## src/rtl/modulo_decodificador_unidade_garrafas.sv

```systemverilog
// modulo_decodificador_unidade_garrafas
// Receive side of the bottle-unit digit path. It validates the encoded unit
// digit and decodes it into a 1-deep output buffer. It also flags the tens
// carry on a MAX_DIGITO->0 wrap and flags skipped counts.
// Optional feature macro: DEC_UNIDADE_CNT_ERRO_EN (saturating invalid-code counter).
module modulo_decodificador_unidade_garrafas #(
  parameter int MAX_DIGITO = 9,
  parameter int LARG_ERR   = 8
) (
  input  logic                clk,
  input  logic                rst_n,
  input  logic [3:0]          cdfu,
  input  logic                in_valid,
  output logic                in_ready,
  output logic [3:0]          cdd,
  output logic                out_valid,
  input  logic                out_ready,
  output logic                carry_dez,
  output logic                salto,
  output logic                erro_cod,
  output logic [LARG_ERR-1:0] cnt_erro
);

  localparam logic [3:0] MAXD = 4'(MAX_DIGITO);

  typedef enum logic {VAZIO, CHEIO} estado_t;

  estado_t    estado;
  logic [3:0] prev;
  logic       prev_ok;
  logic       aceita;
  logic       cod_ok;

  // Successor of a digit, wrapping at MAX_DIGITO.
  function automatic logic [3:0] proximo(input logic [3:0] d);
    return (d == MAXD) ? 4'd0 : d + 4'd1;
  endfunction

  // The buffer can take a new digit when empty or when it drains this cycle.
  assign in_ready = (estado == VAZIO) | out_ready;
  assign aceita   = in_valid & in_ready;
  assign cod_ok   = (cdfu <= MAXD);

  // Output buffer, sequence tracking and sticky error flag.
  always_ff @(posedge clk or negedge rst_n) begin
    if (!rst_n) begin
      estado    <= VAZIO;
      cdd       <= 4'd0;
      out_valid <= 1'b0;
      carry_dez <= 1'b0;
      salto     <= 1'b0;
      erro_cod  <= 1'b0;
      prev      <= 4'd0;
      prev_ok   <= 1'b0;
    end else begin
      if (aceita && cod_ok) begin
        estado    <= CHEIO;
        out_valid <= 1'b1;
        cdd       <= cdfu;
        carry_dez <= prev_ok && (prev == MAXD) && (cdfu == 4'd0);
        salto     <= prev_ok && (cdfu != prev) && (cdfu != proximo(prev));
        prev      <= cdfu;
        prev_ok   <= 1'b1;
      end else if ((estado == CHEIO) && out_ready) begin
        // Consumer drained the buffer and nothing valid replaced it.
        estado    <= VAZIO;
        out_valid <= 1'b0;
        carry_dez <= 1'b0;
        salto     <= 1'b0;
      end
      if (aceita && !cod_ok)
        erro_cod <= 1'b1;
    end
  end

`ifdef DEC_UNIDADE_CNT_ERRO_EN
  // Increment that sticks at all-ones instead of wrapping.
  function automatic logic [LARG_ERR-1:0] sat_inc(input logic [LARG_ERR-1:0] v);
    return (&v) ? v : v + 1'b1;
  endfunction

  // Count of invalid codes accepted, saturating.
  always_ff @(posedge clk or negedge rst_n) begin
    if (!rst_n)
      cnt_erro <= '0;
    else if (aceita && !cod_ok)
      cnt_erro <= sat_inc(cnt_erro);
  end
`else
  assign cnt_erro = '0;
`endif

endmodule

```

## config.mk

```make
export PLATFORM = sky130hd
export DESIGN_NAME = modulo_decodificador_unidade_garrafas
export DESIGN_NICKNAME = d
export VERILOG_FILES = /design/src/rtl/modulo_decodificador_unidade_garrafas.sv
export SDC_FILE = /design/constraint.sdc
export NUM_CORES = 1
export LEC_CHECK = 0
export ABC_CLOCK_PERIOD_IN_PS = 1700
export CORE_UTILIZATION = 41
export DETAILED_ROUTE_END_ITERATION = 12
export GPL_ROUTABILITY_DRIVEN = 0
export PLACE_DENSITY = 0.77
export SYNTH_ARGS = -nofsm -noshare
export SYNTH_HDL_FRONTEND = slang
export SYNTH_SLANG_ARGS = --single-unit
```

## constraint.sdc

```tcl
create_clock -name clk -period 1.7 [get_ports clk]
set_input_delay 0.17 -clock clk [delete_from_list [all_inputs] [get_ports clk]]
set_output_delay 0.17 -clock clk [all_outputs]
set_load 0.03 [all_outputs]
```

==> metrics.yaml <==
job:
  maxCapViolations: 0
route:
  drt_iter0_markers: 3
  drtPass1Iterations: 2
  num_vias: 532
  ant_nets: 0
  wl_um: 1290
  route.detailed.drc: 0
  wl_per_cell_um: 12.9
  vias_per_cell: 5.32
critical_path:
  slowest_stage: "clkdlybuf4s50_1"
  cp_data_arrival_time_ps: 1480
  worstReg2RegStart: "prev[0]$_DFFE_PN0P_"
  startpoint: "prev[2]$_DFFE_PN0P_"
  regToRegSetupSlack_ps: 300
  cp_max_fo: 7
  reg2regPathDepth: 5
  reg2reg_to: "salto$_DFFE_PN0P_"
  path_buf_inv: 1
  slowest_delay_ps: 720
  crit_family: "buffers and inverters"
  required_ps: 1530
  path_class: "reg2out"
  crit_chain: "clkdlybuf4s50_1"
  startpoint_type: "register"
  critPathCaptureType: "output port"
clocking:
  root_buffer: "clkbuf_4"
  clock-sinks: 9
  clk_pin_slew_ps: 60
  postCtsHoldBufs: 0
  cts_tree: "built"
  clk_path_buf_depth: 2
  postCtsSetupBuffers: 0
  clock_latency_ps: 270
  cts_buffers: 3
  cts.htree.levels: 1
timing:
  max_freq_mhz: 608
  setup_violations: 0
  slew_violations: 0
  fin_hold_ws_ps: 201
  rsz0062_at_grt: "false"
  fin_tns_setup_ps: 0
  finalCritPeriodShare_pct: 96.8
  timing.final.ws_setup_ps: 54.4
  fin_crit_ps: 1650
  finalHoldViolCount: 0
  finalClockSkew_ps: 5.72
placement:
  dpl.hpwl_um: 962
  numPortBuffers: 16
  preCtsSetupSlack_ps: -32.2
  dp.cells: 96
final_layout:
  drive_gt1_share_pct: 16.5
  antenna_cells: 0
  nNetsFinal: 94
  seqCellArea_sq_um: 225
  final_core_util_pct: 59.1
  stdcell_count: 100
  syn_to_final_growth_pct: 28.6
  multi_input_area_sq_um: 339
  layout_commonest_cell: "clkdlybuf4s50_1"
  layout_common_cells: "13 x clkdlybuf4s50_1, 9 x dfrtp_1, 8 x conb_1, 5 x nand2_1"
  num-fill-cells: 126
synthesis:
  synthCells: 65
  synth_area_sq_um: 621
  async_flop_share_pct: 100
  synth_edf_count: 0
  ys.flop_type: "dfrtp_1"
  avgSynthCellArea_sq_um: 9.55
  synth_seq_area_share_pct: 36.3
  ys_ff_latch: 9
  yosys.cell_types.count: 32
  ys_warn_count: 0
run_status:
  status: "complete, no violations"
floorplanning:
  die_h_um: 40.9
  rows: 13
  design.die.area_sq_um: 1670
  io-pin-count: 25
  coreArea_sq_um: 1350
  start_util_pct: 46.0
  dieWidth_um: 40.9
grt:
  grt_usage_pct: 18.8
  gr-total-overflow: 0
  antenna_found_initial: 0
  grt_pass1_wl_um: 1970
  grt_max_degree: 10
  grt_pass1_vias: 424
power:
  peakVddDrop_v: 0.000462
  power.density_nw_per_um2: 950
  p_leak_nw: 0.351
worst_hold_path:
  worstHoldPathType: "in2async"
## Yosys cell counts (2+ instances only)
| master | number | area (sq um) |
|---|---|---|
| nand2b_1 | 4 | 25.0 |
| nand2_1 | 5 | 18.8 |
| nor2_1 | 4 | 15.0 |
| a21oi_1 | 2 | 10.0 |
| xnor2_1 | 4 | 35.0 |
| o211ai_1 | 2 | 15.0 |
| mux2_2 | 2 | 22.5 |
| buf_4 | 9 | 67.6 |
| nand3_1 | 2 | 10.0 |
| dfrtp_1 | 9 | 225 |
## metrics by stage
step	area [sq um]	total power [mW]
after floorplan	647	0.496
after global placement	767	0.590
after detailed placement	767	0.596
after CTS	793	0.766
after global routing	798	0.799
final	798	0.759
## registers in the layout (all words and copies together) (netlist names)
name	cells
carry_dez	1
erro_cod	1
estado	1
prev	4
prev_ok	1
salto	1
## kinds of logic after synthesis
family	Yosys count	synth area share (%)
compound gates	14	16.9
xor+xnor	4	5.64
buf+inv	11	13.3
flops	9	36.3
mux	2	3.63
other cells	1	0.604
simple gates	24	23.6
## where the power goes
group | internal (mW) | leakage [nW] | switching [mW]
sequential | 0.241 | 0.102 | 0.0455
combinational | 0.139 | 0.234 | 0.164
clock | 0.0907 | 0.0150 | 0.0780
total | 0.471 | 0.351 | 0.288
## final cells by class
| cell class | count | share of cell area, % |
|---|---|---|
| Multi-Input combinational cell | 52 | 42.5 |
| Sequential cell | 9 | 28.2 |
| Timing Repair Buffer | 19 | 23.2 |
| Clock buffer | 4 | 3.29 |
| Tap cell | 15 | 2.35 |
| Inverter | 1 | 0.470 |
## worst max path at each step
stage	endpoint	slack [ps]	cells after the start
2_1_floorplan	salto$_DFFE_PN0P_	110	5
3_3_place_gp	salto$_DFFE_PN0P_	-20	6
3_5_place_dp	salto$_DFFE_PN0P_	-30	6
4_1_cts	cdd[1]	10	1
5_1_grt	cdd[2]	20	1
6_report	cdd[2]	50	1
## metal layers
metal	global-route usage (%)	share of wire, %
met1	22.1	48
met4	10.0	1.6
met2	29.7	45
met5	0	0
met3	6.52	5.6
## timing repair
| action | in CTS | in global routing |
|---|---|---|
| hold endpoints to repair | 0 | 0 |
| setup endpoints to repair | 0 | 2 |
| resized for setup | 0 | 2 |
Note: power is estimated with default switching activity, not from simulation.
==> RTL edit 1, RTL diff (same settings) <==
Change the parameter `LARG_ERR` from 8 to 16.
--- a/src/rtl/modulo_decodificador_unidade_garrafas.sv
+++ b/src/rtl/modulo_decodificador_unidade_garrafas.sv
@@ -5,7 +5,7 @@
 // Optional feature macro: DEC_UNIDADE_CNT_ERRO_EN (saturating invalid-code counter).
 module modulo_decodificador_unidade_garrafas #(
   parameter int MAX_DIGITO = 9,
-  parameter int LARG_ERR   = 8
+  parameter int LARG_ERR   = 16
 ) (
   input  logic                clk,
   input  logic                rst_n,
Interface: changed (resized cnt_erro); port bits go from 25 to 33. The function was not compared with the original's and may differ.
==> RTL edit 1 against the original RTL <==
Power increased by 1.6%; routed wire length about the same; sequential cell count unchanged; setup slack better by 0.034 ns; critical path depth unchanged; cell area is 3.0% higher; area after synthesis is 9.7% higher; combinational power up 5%; largest cell class unchanged; highest routed layer unchanged.
==> RTL edit 1: results (changes against the original RTL) <==
.. list-table::
   :header-rows: 1

   * - Metric
     - Value
   * - Worst hold slack
     - 0.212 ns (+0.0114 ns)
   * - Cell types with the highest counts after synthesis
     - buf_4 (17), dfrtp_1 (9), nand2_1 (5)
   * - Level count of the clock H-tree
     - 1 (unchanged)
   * - Result of the run
     - finished, final reports clean
   * - Power Sequential
     - 0.285 mW (about the same)
   * - CTS max path bufs
     - 2 (unchanged)
   * - Reg2reg setup slack
     - 0.27 ns (-0.03 ns)
   * - Inserted Clock Buffers
     - 3 (unchanged)
   * - Post-detailed-placement half-perimeter wirelength
     - 992 um (+3.1%)
   * - Final Skew
     - 0.000791 ns (-0.00493 ns)
   * - Overall global routing resource usage
     - 16.4% (-2.4 points)
   * - Fillers
     - 141 (+12%)
   * - Number of DRC markers in iteration 0
     - 10 (+7)
   * - Number of hold-repair buffers added at the cts stage
     - 0 (unchanged)
   * - Portion of total power attributed to the clock network
     - 21.6% (-0.6 points)
   * - Proportion of total power due to net switching
     - 39.7% (+1.7 points)
   * - Crit path arrival time
     - 1.44 ns (-0.04 ns)
   * - Global-route track usage on met1
     - 19.4% (-2.8 points)
   * - Leading cell types by total area after synthesis
     - dfrtp_1 (33%), buf_4 (19%), xnor2_1 (5.1%)
   * - Worst VDD drop
     - 0.000446 V (-3.4%)
   * - Sequential cell area fraction in the yosys report
     - 33.1% (-3.2 points)
   * - Number of iterations in the first detailed-routing pass
     - 4 (+2)
   * - Met1 WL
     - 555 um (-9.6%)
   * - Detailed-route via count
     - 533 (+0.19%)
   * - Source of the critical timing path
     - prev[2]
   * - Met3 routed WL
     - 104 um (+44%)
   * - Static Leakage
     - 0.372 nW (+5.9%)
   * - Amount of wire on met2 after detailed routing
     - 616 um (+6.4%)
   * - Fraction of final layout cells sized beyond drive strength 1
     - 14.1% (-2.3 points)
   * - Post-CTS sizing
     - 0 (unchanged)
   * - Final net count
     - 101 (+7.4%)
   * - Post-CTS Repair Setup Buffers
     - 0 (unchanged)
   * - Routing usage on met2
     - 27.3% (-2.4 points)
   * - Wire length of the first global-routing pass
     - 2210 um (+12%)
   * - Routed Wire Length
     - 1290 um (about the same)
   * - Vias in the first global route
     - 514 (+21%)
## RTL edit 1: cell types whose count changed after synthesis
cell   unedited run  this run
buf_4             9        17
## RTL edit 1: cell families (layout without fill, tap and decap cells)
family	count (synthesis)	count (layout)	synth area share (%)
compound gates	14	14	15.4
xor+xnor	4	4	5.15
buf+inv	19	23	21.0
flops	9	9	33.1
mux	2	2	3.31
other cells	1	16	0.551
simple gates	24	24	21.5
## RTL edit 1: metrics by stage
| step | util [%] | instances | total power [mW] | instance area, um^2 | setup WS [ns] |
|---|---|---|---|---|---|
| after floorplan | - | 88 | 0.533 | 737 | 0.107 |
| after global placement | 51.9 | 104 | 0.606 | 791 | 0.0516 |
| after detailed placement | 51.9 | 104 | 0.610 | 791 | 0.0611 |
| after CTS | 53.6 | 108 | 0.784 | 817 | 0.0132 |
| after global routing | 53.9 | 108 | 0.815 | 822 | 0.0426 |
| final | 53.9 | 108 | 0.771 | 822 | 0.0881 |
## RTL edit 1: worst max-delay path by stage
stage	endpoint	slack [ns]	cells past startpoint
final	cdd[2]	0.09	1
after global routing	cdd[2]	0.04	1
after detailed placement	salto	0.06	6
after CTS	cdd[1]	0.01	1
after global placement	salto	0.05	6
after floorplan	salto	0.11	5
## RTL edit 1: layout make-up
cell class | instances | area (um^2) | area share (%)
multi-input combinational | 60 | 369 | 44.9
sequential | 9 | 225 | 27.4
timing repair buffer | 18 | 178 | 21.6
clock buffer | 4 | 26.3 | 3.20
tap | 16 | 20.0 | 2.44
inverter | 1 | 3.75 | 0.457
## RTL edit 1: worst reg2reg max path: stages (launching register included)
cell and delay [ns]:
dfrtp_1 0.50, nor3b_2 0.27, a22oi_1 0.12, nor2_1 0.11
o211ai_1 0.11, a32o_1 0.22
==> RTL edit 2, RTL diff (config.mk and constraints unchanged) <==
Made on the original files. Put one more register stage on the output `erro_cod`, cleared by the reset. The value now appears one clock later. The other outputs are not delayed to match.
--- a/src/rtl/modulo_decodificador_unidade_garrafas.sv
+++ b/src/rtl/modulo_decodificador_unidade_garrafas.sv
@@ -25,6 +25,8 @@
 
   typedef enum logic {VAZIO, CHEIO} estado_t;
 
+  logic erro_cod_s0;
+
   estado_t    estado;
   logic [3:0] prev;
   logic       prev_ok;
@@ -49,7 +51,7 @@
       out_valid <= 1'b0;
       carry_dez <= 1'b0;
       salto     <= 1'b0;
-      erro_cod  <= 1'b0;
+      erro_cod_s0 <= 1'b0;
       prev      <= 4'd0;
       prev_ok   <= 1'b0;
     end else begin
@@ -69,7 +71,7 @@
         salto     <= 1'b0;
       end
       if (aceita && !cod_ok)
-        erro_cod <= 1'b1;
+        erro_cod_s0 <= 1'b1;
     end
   end
 
@@ -90,5 +92,13 @@
   assign cnt_erro = '0;
 `endif
 
+  always_ff @(posedge clk or negedge rst_n) begin
+    if (!rst_n) begin
+      erro_cod <= '0;
+    end else begin
+      erro_cod <= erro_cod_s0;
+    end
+  end
+
 endmodule
 
Function: changed (Yosys sat finds a counterexample within 4 cycles, from zero or initial values and one cycle with rst_n low).
==> RTL edit 2 against the original RTL <==
Setup slack improved by 0.0032 ns; die area rose by 3.8%; cell area up 3.4%; sequential cell count increased by 1; worst hold slack improved by 0.011 ns; maximum frequency increased by 0.19%; routed wire length shrank 6.1%; area after synthesis up 4.0%; power grew 8.0%; global-route usage is 4.3 points lower.
==> RTL edit 2: results (changes against the original RTL) <==
.. list-table::
   :header-rows: 1

   * - Metric
     - Value
   * - Result of the run
     - finished, final reports clean
   * - Leading cell types by total area after synthesis
     - dfrtp_1 (39%), buf_4 (10%), xnor2_1 (5.4%)
   * - Overall global routing resource usage
     - 14.5% (-4.3 points)
   * - Fraction of synthesized cell area in xor and xnor cells
     - 5.43% (-0.22 points)
   * - Via density per instance
     - 5.22 (-1.9%)
   * - Met1 WL
     - 606 um (-1.3%)
   * - Met3 routed WL
     - 62 um (-14%)
   * - Routing usage on met2
     - 22.5% (-7.2 points)
   * - Pre-CTS setup slack
     - 0.0135 ns (+0.0457 ns)
   * - Final Skew
     - 0.00230 ns (-0.00342 ns)
   * - Internal power component
     - 0.527 mW (+12%)
   * - Met3 track utilization from global routing
     - 3.91% (-2.6 points)
   * - Post-detailed-placement half-perimeter wirelength
     - 910 um (-5.4%)
   * - FF-to-FF Start
     - prev[2]
   * - Power per Cell Area
     - 992 nW/um^2 (+4.4%)
   * - Fillers
     - 108 (-14%)
   * - Post-detailed-placement cell area
     - 785 um^2 (+2.3%)
   * - Proportion of total power due to net switching
     - 35.6% (-2.3 points)
   * - Largest net degree at the start of global routing
     - 11 (+1)
   * - Cell types with the highest counts after synthesis
     - dfrtp_1 (10), buf_4 (9), nand2_1 (5)
   * - Sequential cell area fraction in the yosys report
     - 38.8% (+2.5 points)
   * - Compound-cell area share of the yosys netlist
     - 16.3% (-0.66 points)
   * - Worst VDD drop
     - 0.000466 V (+0.99%)
   * - Power Sequential
     - 0.308 mW (+7.7%)
   * - Vias in the first global route
     - 446 (+5.2%)
   * - Global-route track usage on met1
     - 19.1% (-3.0 points)
   * - Number of iterations in the first detailed-routing pass
     - 4 (+2)
   * - Static Leakage
     - 0.361 nW (+2.8%)
   * - Portion of netlist area occupied by mux cells
     - 3.49% (-0.14 points)
RTL edit 2: changes by cell type after synthesis, sizes merged:
cell / unedited run / this run
dfrtp: 9 / 10
RTL edit 2: cell type report:
| class | instances | area share [%] |
|---|---|---|
| inverters | 1 | 0.455 |
| multi-input cells | 52 | 41.1 |
| clock buffers | 4 | 4.39 |
| flip-flops and latches | 10 | 30.3 |
| repair buffers | 18 | 21.5 |
| well taps | 15 | 2.27 |
RTL edit 2: path summary, 6_finish.rpt:
check	end	slack (ns)
hold / removal	prev[1]	0.21
setup reg to reg	salto	0.27
max in group asynchronous	carry_dez	1.18
min in group clk	erro_cod	0.37
setup / recovery	cdd[2]	0.06
hold reg to reg	erro_cod	0.37
RTL edit 2: timing repair:
| action | CTS | global route |
|---|---|---|
| endpoints found under the setup margin | 0 | 2 |
| buffers inserted | 0 | 0 |
| gates resized for setup | 0 | 2 |
